### src/rtl/imem_loader_pkg.sv
// imem_loader_pkg
//   Shared constants for the program loader: the text-segment base address,
//   the loader FSM state encodings and the byte-placement helper that packs
//   stream bytes big-endian into a 32-bit instruction word.
package imem_loader_pkg;

  localparam logic [31:0] IMEM_BASE = 32'h0040_0000;
  localparam int          WC_W      = 11;

  typedef enum logic [1:0] {
    LD_IDLE    = 2'd0,
    LD_COLLECT = 2'd1,
    LD_WRITE   = 2'd2,
    LD_DONE    = 2'd3
  } ld_state_e;

  // Byte position 0 lands in [31:24], so the stream order matches the hex
  // word view. Lanes not yet written stay at their cleared value (zero),
  // which is what provides the zero-padding of a short final word.
  function automatic logic [31:0] place_byte(input logic [31:0] word,
                                             input logic [1:0]  pos,
                                             input logic [7:0]  b);
    logic [31:0] w;
    w = word;
    case (pos)
      2'd0:    w[31:24] = b;
      2'd1:    w[23:16] = b;
      2'd2:    w[15:8]  = b;
      default: w[7:0]   = b;
    endcase
    return w;
  endfunction

endpackage

### src/rtl/imem_loader_word_assembler.sv
// word_assembler
//   32-bit pack register with a 2-bit byte counter. Bytes fill the word from
//   the most significant lane down; clearing zeroes both the word and the
//   counter so a short final word comes out zero-padded.
// Ports:
//   clk, reset    clock and synchronous active-high reset
//   clear         zero the word and the byte counter
//   load          place byte_in at the current lane, advance the counter
//   byte_in       stream byte
//   word          assembled (zero-padded) word
//   byte_cnt      number of bytes held (0..3; wraps to 0 after the 4th)
//   last_lane     next loaded byte completes the word
module word_assembler
  import imem_loader_pkg::*;
(
  input  logic        clk,
  input  logic        reset,
  input  logic        clear,
  input  logic        load,
  input  logic [7:0]  byte_in,
  output logic [31:0] word,
  output logic [1:0]  byte_cnt,
  output logic        last_lane
);

  logic [31:0] asm_reg;
  logic [1:0]  cnt;

  // NOTE: sequential state uses non-blocking assignments so every register
  // samples the pre-edge values of its neighbours, independent of block order.
  always_ff @(posedge clk) begin
    if (reset || clear) begin
      asm_reg <= '0;
      cnt     <= '0;
    end else if (load) begin
      asm_reg <= place_byte(asm_reg, cnt, byte_in);
      cnt     <= cnt + 2'd1;
    end
  end

  assign word      = asm_reg;
  assign byte_cnt  = cnt;
  assign last_lane = (cnt == 2'd3);

endmodule

### src/rtl/imem_loader.sv
// imem_loader
//   Loads a program byte stream into instruction memory. Bytes arrive over
//   valid/ready, are packed big-endian into words and written one word per
//   WRITE cycle at consecutive addresses from BASE_ADDR. cpu_hold stays high
//   until the load finishes so the PC never fetches a half-written program.
// Ports:
//   clk, reset                  clock, synchronous active-high reset
//   start                       begin a load (honoured in IDLE or DONE only)
//   in_valid/in_byte/in_last    byte stream; in_last marks the final byte
//   in_ready                    loader accepts a byte this cycle
//   wr_en/wr_addr/wr_data       one-cycle instruction-memory write port
//   busy, done, error           load status (done/error held until start)
//   cpu_hold                    processor stall request
//   word_count                  words written in the current or last load
module imem_loader
  import imem_loader_pkg::*;
#(
  parameter logic [31:0] BASE_ADDR   = IMEM_BASE,
  parameter int          DEPTH_WORDS = 1024
) (
  input  logic            clk,
  input  logic            reset,
  input  logic            start,
  input  logic            in_valid,
  input  logic [7:0]      in_byte,
  input  logic            in_last,
  output logic            in_ready,
  output logic            wr_en,
  output logic [31:0]     wr_addr,
  output logic [31:0]     wr_data,
  output logic            busy,
  output logic            done,
  output logic            error,
  output logic            cpu_hold,
  output logic [WC_W-1:0] word_count
);

  localparam logic [WC_W-1:0] DEPTH_L = WC_W'(DEPTH_WORDS);

  ld_state_e       state, next_state;
  logic [WC_W-1:0] idx;
  logic            error_q;
  logic            last_q;
  logic [31:0]     word;
  logic [1:0]      byte_cnt;
  logic            last_lane;

  logic accept, full, starting;

  assign accept   = in_valid && (state == LD_COLLECT);
  // The index saturates at DEPTH_WORDS: no further writes are possible, so
  // the address can never wrap.
  assign full     = (idx == DEPTH_L);
  assign starting = start && ((state == LD_IDLE) || (state == LD_DONE));

  word_assembler u_asm (
    .clk       (clk),
    .reset     (reset),
    .clear     (starting || (state == LD_WRITE)),
    .load      (accept && !full),
    .byte_in   (in_byte),
    .word      (word),
    .byte_cnt  (byte_cnt),
    .last_lane (last_lane)
  );

  always_ff @(posedge clk) begin
    if (reset) state <= LD_IDLE;
    else       state <= next_state;
  end

  // NOTE: next_state gets its default first so every path assigns it and
  // no latch is inferred.
  always_comb begin
    next_state = state;
    case (state)
      LD_IDLE:    if (start) next_state = LD_COLLECT;
      LD_COLLECT: begin
        if (accept) begin
          if (full)                       next_state = LD_DONE;
          else if (last_lane || in_last)  next_state = LD_WRITE;
        end
      end
      LD_WRITE:   next_state = last_q ? LD_DONE : LD_COLLECT;
      LD_DONE:    if (start) next_state = LD_COLLECT;
      default:    next_state = LD_IDLE;
    endcase
  end

  always_ff @(posedge clk) begin
    if (reset || starting) begin
      idx     <= '0;
      error_q <= 1'b0;
      last_q  <= 1'b0;
    end else begin
      if (accept) begin
        if (full) error_q <= 1'b1;
        else      last_q  <= in_last;
      end
      if (state == LD_WRITE) idx <= idx + 1'b1;
    end
  end

  // Outputs decode state and registers only; nothing passes combinationally
  // from the stream inputs. Address/data read zero outside WRITE.
  assign in_ready   = (state == LD_COLLECT);
  assign wr_en      = (state == LD_WRITE);
  assign wr_addr    = wr_en ? (BASE_ADDR + {19'd0, idx, 2'b00}) : 32'd0;
  assign wr_data    = wr_en ? word : 32'd0;
  assign busy       = (state == LD_COLLECT) || (state == LD_WRITE);
  assign done       = (state == LD_DONE);
  assign cpu_hold   = (state != LD_DONE);
  assign error      = error_q;
  assign word_count = idx;

endmodule
### config.mk
export PLATFORM = sky130hd
export DESIGN_NAME = imem_loader
export DESIGN_NICKNAME = d
export VERILOG_FILES = /design/src/rtl/imem_loader_pkg.sv /design/src/rtl/imem_loader_word_assembler.sv /design/src/rtl/imem_loader.sv
export SDC_FILE = /design/constraint.sdc
export NUM_CORES = 1
export LEC_CHECK = 0
export CAP_MARGIN = 25
export CORE_MARGIN = 2
export CORE_UTILIZATION = 46
export CTS_BUF_LIST = sky130_fd_sc_hd__clkbuf_2 sky130_fd_sc_hd__clkbuf_4 sky130_fd_sc_hd__clkbuf_8
export CTS_CLUSTER_SIZE = 14
export DETAILED_ROUTE_END_ITERATION = 16
export GPL_TIMING_DRIVEN = 0
export HOLD_SLACK_MARGIN = 0.08
export PLACE_DENSITY = 0.83
export SETUP_SLACK_MARGIN = 0.2
export SYNTH_ARGS = -nofsm -noshare
export SYNTH_HDL_FRONTEND = slang
export SYNTH_SLANG_ARGS = --single-unit
### constraint.sdc
create_clock -name clk -period 2.1 [get_ports clk]
set_input_delay 0.42 -clock clk [delete_from_list [all_inputs] [get_ports clk]]
set_output_delay 0.42 -clock clk [all_outputs]
set_load 0.02 [all_outputs]
======== Word level (Yosys, flattened, before mapping) ========
Cells that the tools add are included.
storage, ports and cells
  register bits ........................... 49
  bits in latches ......................... 0
  bits in read-only memories .............. 0
  memory bits (writable) .................. 0
  bits of input ports ..................... 13
  memories kept ........................... 0
cells by class
  reduce and logical (&&, ||, !) cells .... 21
  order comparisons ....................... 0
  div/mod/pow operators ................... 0
  shifts and indexed selects .............. 0
  $add $sub $neg .......................... 3
  mux-type cells .......................... 8
  equality and inequality tests ........... 11
  bitwise operators ....................... 2
  multipliers ............................. 0
operators by type and width
  operator                                                         number
  32-bit 2-to-1 mux                                                1
  23-bit by 13-bit adder with 24-bit output, first input constant  1
  24-bit 2-to-1 mux                                                1
  2-bit AND reduction                                              6
  11-bit by 1-bit adder with 11-bit output, second input constant  1
  11-bit == test, second input constant                            1
  2-bit 2-to-1 mux                                                 5
  2-bit == test, second input constant                             4
  1-bit logical OR                                                 6
  2-bit one-hot mux with 3 select lines                            1
  2-bit by 1-bit == test with 1-bit output, second input constant  2
  2-bit logical NOT                                                2
  2-bit by 1-bit != test with 1-bit output, second input constant  2
  1-bit logical AND                                                3
  3-bit by 1-bit != test with 1-bit output, second input constant  1
  3-bit AND reduction                                              1
  3-bit OR reduction                                               1
  2-bit by 1-bit adder with 2-bit output, second input constant    1
  2-bit != test, second input constant                             1
  1-bit inverter                                                   2
  2-bit OR reduction                                               1
  1-bit logical NOT                                                1

======== Longest topological paths before layout ========
  depth in word-level cells ............... 6
  mapped depth ............................ 7
  gate-level depth less buffers ........... 6

======== By module ========
Synthesis repeated with hierarchy kept, for this count alone.
second synthesis, totals
  cells, all modules ...................... 320
  area total of the unflattened synthesis .. 2954.1 µm²
by module, submodules not included
  module          instances  cells an instance  area an instance (µm²)  sequential area each (µm²)
  word_assembler  1          161                1719.1                  680.7
  imem_loader     1          159                1234.9                  300.3

======== Worst setup path before layout ========
OpenSTA, ideal clock, no wires.
  kind .................................... register to register
  from .................................... register idx[0] (netlist: word_count[0])
  to ...................................... register u_asm.asm_reg[0] (netlist: u_asm.word[0])
  required time ........................... 1972 ps
  buffers on the path ..................... 1
  arrival time ............................ 1834 ps
  slack ................................... 139 ps
  clock period less this slack ............ 1961 ps
  setup time .............................. 128 ps
  cell stages (with the launch flop) ...... 8
  cell sequence ........................... dfxtp_1 > inv_1 > ha_1 > nor4bb_1 > clkbuf_1 > a31oi_2 > mux2i_1 > nor2_1
on the way
  longest elaborated chain between the ends .. 4
ends and longest elaborated chain
  item                                  RTL line                          RTL
  from (decl)                           imem_loader.sv:41                 logic [WC_W-1:0] idx;
  from (signal assigned)                imem_loader.sv:100                if (state == LD_WRITE) idx <= idx + 1'b1;
  11-bit == test                        imem_loader.sv:53                 assign full = (idx == DEPTH_L);
  1-bit logical NOT                     imem_loader.sv:60                 .load (accept && !full),
  1-bit logical AND                     imem_loader.sv:60
  2-bit AND reduction (no source line)  n/a
  to (signal assigned)                  imem_loader_word_assembler.sv:36  asm_reg <= place_byte(asm_reg, cnt, byte_in);
  to (decl)                             imem_loader_word_assembler.sv:26  logic [31:0] asm_reg;
Every way passes these cells.
A chain may end at the register's enable or synchronous reset.

======== Worst setup path in the final report ========
  from .................................... register state[0]
  to ...................................... output wr_data[12]
on the way
  longest elaborated chain between the ends .. 2
ends and longest elaborated chain
  item                    RTL line            RTL
  from (decl)             imem_loader.sv:40   ld_state_e state, next_state;
  from (signal assigned)  imem_loader.sv:69   else state <= next_state;
  2-bit == test           imem_loader.sv:107  assign wr_en = (state == LD_WRITE);
  32-bit 2-to-1 mux       imem_loader.sv:109  assign wr_data = wr_en ? word : 32'd0;
  to (decl)               imem_loader.sv:30   output logic [31:0] wr_data,
Every way passes these cells.

==> Implementation_results.wiki <==
{| class="wikitable"
! Metric !! Value
|-
| Worst path arrival time || 1.48 ns
|-
| Number of diodes added for antenna fixing || 0
|-
| Proportion of layout cells with a drive suffix above 1 || 0.380
|-
| WL per Instance || 15.4 um
|-
| Top cell type's share of synthesized area || 0.388
|-
| Last element of the critical path || wr_data[12]
|-
| Worst-margin pin slew || 0.554 ns
|-
| Leftover overflow at the end of global routing || 0
|-
| Origin of the worst setup path || state[0]
|-
| Crit Reg-Reg Endpoint || u_asm.word[1]
|-
| Cell family contributing the most delay on the critical path || buffers and inverters
|-
| Maximum number of pins on one net before global-route repair || 15
|-
| Worst path bufs/invs || 4
|-
| Syn_area_per_cell || 9.03 sq um
|-
| Max-slew headroom || 0.630
|-
| Lkg Pwr || 1.76 nW
|-
| Ratio of routed vias to standard cells || 4.89
|-
| Final Instance Area || 0.00406 sq mm
|-
| Total number of nets in the final design || 422
|-
| Number of antenna-violating nets in the routed design || 0
|-
| DRC || 0
|-
| Total via count after detailed routing || 2300
|-
| Cell type contributing the most total cell area after synthesis || sky130_fd_sc_hd__dfxtp_1
|-
| Sink count of the clock tree || 49
|-
| Post-synthesis register bit count || 49
|-
| Initial cell density of the core || 0.486
|-
| Root Buffer || sky130_fd_sc_hd__clkbuf_8
|-
| Worst path slowest cell || sky130_fd_sc_hd__dfxtp_2
|-
| Slowest Stage Delay on Critical Path || 0.36 ns
|-
| Max H-tree Level || 2
|-
| Input/output buffers || 73
|-
| Number of global-route vias before repair || 2128
|-
| Kind of start point of the critical path || register
|-
| Result of the run || finished, final reports clean
|-
| Post-Syn Instances || 280
|-
| Final period demand of the worst path || 1.90 ns
|-
| Post-synthesis instance area || 0.00253 sq mm
|-
| Die footprint || 0.00610 sq mm
|-
| Final Hold Viols || 0
|-
| Die width || 78.1 um
|-
| Die Y || 78.1 um
|-
| Placed standard-cell area || 0.00342 sq mm
|-
| Final-layout fill cell count || 359
|-
| Maximum fanout encountered on the critical timing path || 6
|-
| Most frequent standard cell in the layout excluding fill and tap cells || sky130_fd_sc_hd__nor2_1
|-
| Worst setup path category || register to primary output
|-
| Top-level I/O count || 94
|-
| Crit path required time || 1.68 ns
|-
| R2R Path Start || word_count[0]
|-
| Sequential group share of total power || 0.337
|-
| Total Routing Usage GR || 0.217
|-
| Worst hold slack || 0.498 ns
|-
| Clock Power Share || 0.238
|-
| Finish-stage setup viols || 0
|-
| Post-synth cell types || 27
|-
| Sequential area share after synthesis || 0.388
|-
| Maximum buffer depth of the clock tree || 2
|-
| Half-perimeter wire length after placement || 4250 um
|-
| CTS tree || built
|-
| CTS buffer count || 5
|-
| Power share of the combinational group || 0.425
|-
| Routed WL || 7240 um
|-
| Cell Pwr Density || 747 mW/mm^2
|-
| Number of rows in the core area || 26
|-
| Switching share of power || 0.335
|-
| Crit path cell chain || inv_2 -> ha_4 -> clkbuf_16 -> clkbuf_16 -> and2_1 -> buf_6
|-
| Highest-count cells in the layout ignoring fill and taps || sky130_fd_sc_hd__nor2_1, sky130_fd_sc_hd__dfxtp_1, sky130_fd_sc_hd__buf_6
|-
| Maximum resistive drop on vdd || 0.428 mV
|-
| Flop-to-flop setup slack || 0.25 ns
|-
| Worst-path clk slew || 0.09 ns
|-
| Setup repair after global routing missed its margin || yes
|-
| Largest cells by area after synthesis || sky130_fd_sc_hd__dfxtp_1, sky130_fd_sc_hd__mux2i_1, sky130_fd_sc_hd__and2_1
|-
| Number of design-rule violations left by the first detailed-router iteration || 95
|-
| Fmax || 0.525 GHz
|-
| Antenna violations before repair || 0
|-
| Hold/Removal Path Class || register to register
|-
| Net switching power || 1.02 mW
|-
| Clk Latency, worst-skew pair || 0.31 ns
|-
| Post-route clock skew || 0.00517 ns
|-
| Count of maximum capacitance violations || 0
|-
| Area growth syn-to-layout || 60.5%
|-
| Length in cells of the worst reg-to-reg path || 9
|-
| Pins over their slew limit || 0
|-
| Logic depth of the worst setup path including buffers || 6
|-
| First-pass GRT wire length || 10500 um
|-
| Critical path's most frequent cell || sky130_fd_sc_hd__clkbuf_16
|-
| Router iterations before antenna repair || 5
|-
| Core area || 0.00520 sq mm
|-
| Final clock period utilization by the worst path || 0.907
|-
| Cell-internal power || 2.01 mW
|-
| Capturing element type of the critical path || primary output
|-
| Routability congestion estimate || 0.871
|-
| Yosys synthesis warning count || 0
|}
kinds of logic (layout without fill, tap and decap cells):
logic type	count (synthesis)	after routing	synth area share
and+or+nand+nor	116	116	0.240
DFF	49	49	0.388
buffers and inverters	44	145	0.0970
muxes	36	36	0.143
AOI/OAI and AO/OA	13	13	0.0431
xor gates and xnor gates	11	11	0.0381
adders and majority gates	10	10	0.0495
other	1	20	0.00148
flip-flops by register name (all words and copies together) (netlist names):
signal and count:
u_asm.word 32, last_q 1, error 1, state 2, u_asm.byte_cnt 2, word_count 11
final cells by class:
cell class	count	area, sq um	area share
Buffer	35	327	0.0805
Sequential cell	49	991	0.244
Inverter	9	33.8	0.00833
Multi-Input combinational cell	206	1530	0.376
Tap cell	70	87.6	0.0216
Clock inverter	1	30.0	0.00740
Timing Repair Buffer	93	973	0.240
Clock buffer	7	90.1	0.0222
power groups by stage:
stage / clock, mW / combinational (mW) / sequential [mW]
6_report: 0.720 / 1.29 / 1.02
5_1_grt: 0.761 / 1.37 / 1.03
4_1_cts: 0.715 / 1.09 / 1.02
3_5_place_dp: 0 / 0.836 / 1.03
3_3_place_gp: 0 / 0.821 / 1.03
2_1_floorplan: 0 / 0.568 / 1.03
metal layers:
metal / vias up / track usage / share of wire / wire (um)
met5: - / 0 / 0 / 0
met4: 0 / 0.0421 / 0.011 / 78
met3: 10 / 0.0655 / 0.078 / 562
li1: 1113 / - / - / -
met1: 1071 / 0.245 / 0.40 / 2900
met2: 106 / 0.403 / 0.51 / 3700
stage by stage:
step	total power [mW]	TNS [ns]	worst slack [ns]	std cells	utilization
CTS	2.82	0	0.0725	462	0.725
global placement	1.85	-20.46	-0.456	442	0.657
detailed placement	1.87	-21.88	-0.524	442	0.657
floorplan	1.60	0	0.139	299	-
finish	3.03	0	0.196	470	0.780
global route	3.15	0	0.155	470	0.780
worst reg2reg max path, delay by kind of cell (launching register included):
family                   cells  cell delay, ns
AO/OA/AOI/OAI                1            0.21
adder cells (fa/ha/maj)      1            0.20
buffers and inverters        4            0.54
flip-flops                   1            0.37
AND/OR/NAND/NOR              2            0.21
multiplexers                 1            0.20
how the worst min path moves through the flow:
stage | cells past startpoint | startpoint | endpoint | slack [ns]
after floorplan | 2 | u_asm.word[0] | u_asm.word[0] | 0.45
after global placement | 2 | u_asm.word[7] | u_asm.word[7] | 0.47
after detailed placement | 2 | u_asm.word[4] | u_asm.word[4] | 0.48
after CTS | 2 | u_asm.word[4] | u_asm.word[4] | 0.50
after global routing | 2 | u_asm.word[23] | u_asm.word[23] | 0.52
final | 2 | u_asm.word[28] | u_asm.word[28] | 0.50
cells in the mapped netlist (all sizes together):
cell type and number:
mux2 1, conb 1, xor2 9, a21oi 2, mux2i 35, o21ai 1, o22ai 1, and2 43
nor4 1, nand2 2, nand3 9, or2 1, ha 10, inv 9, a31oi 6, nor2 52
buf 22, and4 3, dfxtp 49, a21o 2, clkbuf 13, nand4 4, xnor2 2, o21ba 1
nor4bb 1
timing repair:
action | CTS | global route
gates cloned | 0 | 5
hold buffers | 0 | 0
gates resized for setup | 248 | 85
pin swaps | 2 | 2
buffers inserted | 12 | 3
endpoints found under the setup margin | 84 | 81
No activity file was read; power rests on OpenSTA's default activity.
